**config.mk**
```make
export PLATFORM = sky130hd
export DESIGN_NAME = counter_seq
export DESIGN_NICKNAME = d
export VERILOG_FILES = /design/src/rtl/counter_seq.sv
export SDC_FILE = /design/constraint.sdc
export NUM_CORES = 1
export LEC_CHECK = 0
export CAP_MARGIN = 20
export CELL_PAD_IN_SITES_DETAIL_PLACEMENT = 0
export CELL_PAD_IN_SITES_GLOBAL_PLACEMENT = 1
export CORE_ASPECT_RATIO = 2
export CORE_MARGIN = 10
export CORE_UTILIZATION = 35
export CTS_CLUSTER_DIAMETER = 80
export CTS_CLUSTER_SIZE = 14
export DETAILED_ROUTE_END_ITERATION = 6
export PLACE_DENSITY_LB_ADDON = 0.1
export SKIP_LAST_GASP = 1
export SLEW_MARGIN = 25
export SYNTH_ARGS = -nofsm -noshare
export SYNTH_HDL_FRONTEND = slang
export SYNTH_SLANG_ARGS = --single-unit
export TNS_END_PERCENT = 5
```
**constraint.sdc**
```tcl
create_clock -name clk -period 2.05 [get_ports clk]
set_input_delay 0.5125 -clock clk [delete_from_list [all_inputs] [get_ports clk]]
set_output_delay 0.5125 -clock clk [all_outputs]
set_load 0.01 [all_outputs]
```
**src/rtl/counter_seq.sv**
```systemverilog
// Start/limit sequencer around a counter: accepts a terminal value over a
// valid/ready handshake, counts with an optional prescaler, supports pause and abort.
module counter_seq #(
  parameter int WIDTH       = 8,
  parameter int PRESCALE    = 1,
  parameter bit AUTO_RELOAD = 1'b0
) (
  input  logic             clk,
  input  logic             rst_n,
  input  logic             start_valid,
  output logic             start_ready,
  input  logic [WIDTH-1:0] start_limit,
  input  logic             pause,
  input  logic             abort,
  output logic [WIDTH-1:0] count,
  output logic             busy,
  output logic             done,
  output logic             aborted
);

  localparam int PW = (PRESCALE > 1) ? $clog2(PRESCALE) : 1;
  localparam logic [PW-1:0] PRESC_LAST = PW'(PRESCALE - 1);

  typedef enum logic [1:0] {IDLE, RUN, PAUSED, DONE} state_t;

  // Handshake: a start transfers on a rising edge where start_valid && start_ready;
  // start_ready is high only in IDLE and a refused start_valid is not queued.
  state_t           state, state_next;
  logic [WIDTH-1:0] count_next, limit_q, limit_next, count_inc;
  logic [PW-1:0]    presc, presc_next;
  logic             done_next, aborted_next, tick;

  assign count_inc   = count + WIDTH'(1);
  assign tick        = (presc == PRESC_LAST);
  assign start_ready = (state == IDLE);
  assign busy        = (state != IDLE);

  always_ff @(posedge clk or negedge rst_n) begin
    if (!rst_n) begin
      state   <= IDLE;
      count   <= '0;
      presc   <= '0;
      limit_q <= '0;
      done    <= 1'b0;
      aborted <= 1'b0;
    end else begin
      state   <= state_next;
      count   <= count_next;
      presc   <= presc_next;
      limit_q <= limit_next;
      done    <= done_next;
      aborted <= aborted_next;
    end
  end

  always_comb begin
    state_next   = state;
    count_next   = count;
    presc_next   = presc;
    limit_next   = limit_q;
    done_next    = 1'b0;
    aborted_next = 1'b0;
    case (state)
      IDLE: begin
        // abort is ignored here, so a simultaneous start wins
        if (start_valid) begin
          limit_next = start_limit;
          count_next = '0;
          presc_next = '0;
          if (start_limit == '0) begin
            state_next = DONE;
            done_next  = 1'b1;
          end else begin
            state_next = RUN;
          end
        end
      end
      RUN, PAUSED: begin
        if (abort) begin
          state_next   = IDLE;
          count_next   = '0;
          presc_next   = '0;
          aborted_next = 1'b1;
        end else if (pause) begin
          state_next = PAUSED;
        end else begin
          // The resume edge counts like any RUN edge, so a pause costs exactly its length.
          state_next = RUN;
          if (tick) begin
            presc_next = '0;
            count_next = count_inc;
            if (count_inc == limit_q) begin
              state_next = DONE;
              done_next  = 1'b1;
            end
          end else begin
            presc_next = presc + PW'(1);
          end
        end
      end
      DONE: begin
        if (abort) begin
          state_next   = IDLE;
          count_next   = '0;
          presc_next   = '0;
          aborted_next = 1'b1;
        end else if (AUTO_RELOAD) begin
          state_next = RUN;
          count_next = '0;
          presc_next = '0;
        end else begin
          state_next = IDLE;
        end
      end
      default: state_next = IDLE;
    endcase
  end

endmodule
```
==> metrics.txt <==
Crit path arrival time=1.48 ns; DRC=0; Synth Area in Compound Gates=18.4%; Hold/Removal Path Class=reg2reg; Initial DRC Count=18; share of cells above drive strength 1=about a fifth; VDD IR max=0.000800 V; Crit Path Max Fanout=4; Pins Over Slew Limit=0; Slew @ Worst Pin=between 0.4 and 0.5 ns; number of synthesized flops with an enable pin=0; Root Driver=clkbuf_8; Post-Place Setup Slack=0.120 ns; clock skew=0.00439 ns; mux contribution to synthesized area=under 10%; xor/xnor cell area share of the yosys netlist=5.42%; RSZ-0062 raised after global routing=true; Die Y=roughly 110 um; DP Wirelength=2.68 mm; Initial Utilization=36.8%; element type at the critical path end=output port; setup violators final=0; startpoint types=register; Vias=1082; final worst slack=0.0534 ns; Max-cap violations=0; upper clock frequency limit=501 MHz; CTS tree=yes; Area contributors post-synth=dfrtp_1 39%, mux2_2 7.1%, buf_6 4.4%, o21ai_0 4.3%, ha_1 3.9%; Pre-antenna DRT Iters=3; Die X=62.6 um; Bufs on Longest Clock Path=2; mapped cell area=between 1000 and 1500 um^2; top_reg_cell synth=dfrtp_1; antenna cells=0; post-synthesis simple-gate area fraction=around a fifth; Avg Vias per Cell=5.25; GRT Residual Overflow=0; clk_lat worst skew=between 0.2 and 0.3 ns; # port buffers=24; syn nets=141; initial antenna violation count=0; count leader, synth=dfrtp_1; multi-input logic area=slightly below 700 um^2; Top-Level Pins=25; Yosys reg bits=20; register area=500 um^2; ys async rst share=100%; Worst-path clk slew=0.07 ns; first-pass GRT wire length=roughly 5.5 mm; Tmin final=~2.0 ns; Final GP Congestion=~0.79; Synth top cells by count=20 x dfrtp_1, 11 x o21ai_0, 9 x nand2_1; vias in the first global route=1170; largest family of logic cells by synthesized area=simple AND/OR/NAND/NOR gates; TritonCTS Buffers=3; Final Hold Viols=0; # fillers=353; global-route usage over all layers=10.3%; Avg Cell Area, Syn=10.2 um^2; clock net sink count=20; Synth top area share=slightly below 40%; Syn-to-layout area delta=30.0%; YS warnings=0; post-synth top area cell=dfrtp_1; CORE AREA=3450 um^2; Slew headroom=73.0%; P_leak=0.000688 uW; pwr/cell area=1090 nW/um^2; Final period util=97.4%; Final Net Count=177; Post-Synth Adder-Cell Area=3.94%; WS Path Type=reg2out; post-route ant nets=0; Seq/Total Area, Yosys=39.4%; setup TNS=0 ns; largest net degree at the start of global routing=21; WP data required=1.54 ns; Die Area=6580 um^2; distinct cell type count after synthesis=41; Post-Synthesis Cells=124; Row Count=30; H-tree depth=1; hold_buf cts=0; Post-Route WL=3.25 mm; status=complete, no violations; WL/cell=15.8 um
[layer usage]
layer | track usage [%] | wire length [um] | vias up
met4 | 4.34 | 61 | 0
met5 | 0 | 0 | -
li1 | - | - | 524
met2 | 20.4 | 1910 | 19
met3 | 2.57 | 146 | 5
met1 | 9.27 | 1140 | 534
[layout by cell type (no fill, tap or decap), types with 4 or more instances in the layout]
| cell | instances |
|---|---|
| buf_4 | 14 |
| ha_1 | 4 |
| inv_1 | 4 |
| mux2_2 | 8 |
| dfrtp_1 | 20 |
| nor2_1 | 8 |
| xnor2_1 | 5 |
| o21ai_0 | 11 |
| a21oi_1 | 4 |
| nand2_1 | 9 |
| o31ai_1 | 4 |
| clkdlybuf4s50_1 | 23 |
[stage by stage]
stage / instances / power [uW] / cell area, um^2 / hold slack [ns] / utilization [%]
2_1_floorplan: 124 / 1230 / 1270 / 0.217 / -
3_5_place_dp: 201 / 1540 / 1590 / 0.537 / 46.1
3_3_place_gp: 201 / 1520 / 1590 / 0.524 / 46.1
6_report: 206 / 1800 / 1650 / 0.539 / 47.8
5_1_grt: 206 / 1940 / 1650 / 0.568 / 47.8
4_1_cts: 206 / 1830 / 1650 / 0.554 / 47.8
[critical path, stage by stage (launching register included)]
cell	delay [ns]
dfrtp_1	0.35
inv_1	0.05
ha_1	0.23
inv_1	0.07
clkdlybuf4s50_1	0.53
[where the power goes]
part	internal (uW)	switching [uW]
Clock	131	128
Sequential	517	96.0
Combinational	480	446
[final timing paths]
check | cells past startpoint | slack (ns) | to | startpoint
worst max-delay path | 4 | 0.05 | busy | state[0]$_DFFE_PN0N_
worst min-delay path | 1 | 0.54 | count[7]$_DFFE_PN0P_ | count[7]$_DFFE_PN0P_
worst max register to register | 6 | 0.15 | state[1]$_DFFE_PN0N_ | count[0]$_DFFE_PN0P_
worst min register to register | 1 | 0.54 | count[7]$_DFFE_PN0P_ | count[7]$_DFFE_PN0P_
max in group asynchronous | 2 | 1.23 | limit_q[7]$_DFFE_PN0P_ | rst_n
min in group asynchronous | 2 | 0.60 | count[3]$_DFFE_PN0P_ | rst_n
[state kept, by name (all words and copies together), names as in the netlist]
signal	flops
count	8
done	1
aborted	1
state	2
limit_q	8
[timing repair]
| action | in CTS | in global routing |
|---|---|---|
| endpoints found under the hold margin | 0 | 0 |
| buffers inserted | 2 | 0 |
| gates resized for setup | 0 | 1 |
| setup endpoints to repair | 2 | 3 |
[area by class of cell]
class	count	share of cell area [%]
Clock buffer	3	2.50
Tap cell	48	3.64
Inverter	4	0.909
Timing Repair Buffer	38	21.1
Sequential cell	20	30.3
Multi-Input combinational cell	93	41.6
[kinds of logic (layout without fill, tap and decap cells)]
| logic type | count (synthesis) | after routing |
|---|---|---|
| xor gates and xnor gates | 7 | 7 |
| DFF | 20 | 20 |
| AOI/OAI and AO/OA | 32 | 32 |
| buffers and inverters | 11 | 45 |
| muxes | 8 | 8 |
| adders and majority gates | 4 | 4 |
| and+or+nand+nor | 42 | 42 |
Note: power is estimated with default switching activity, not from simulation.
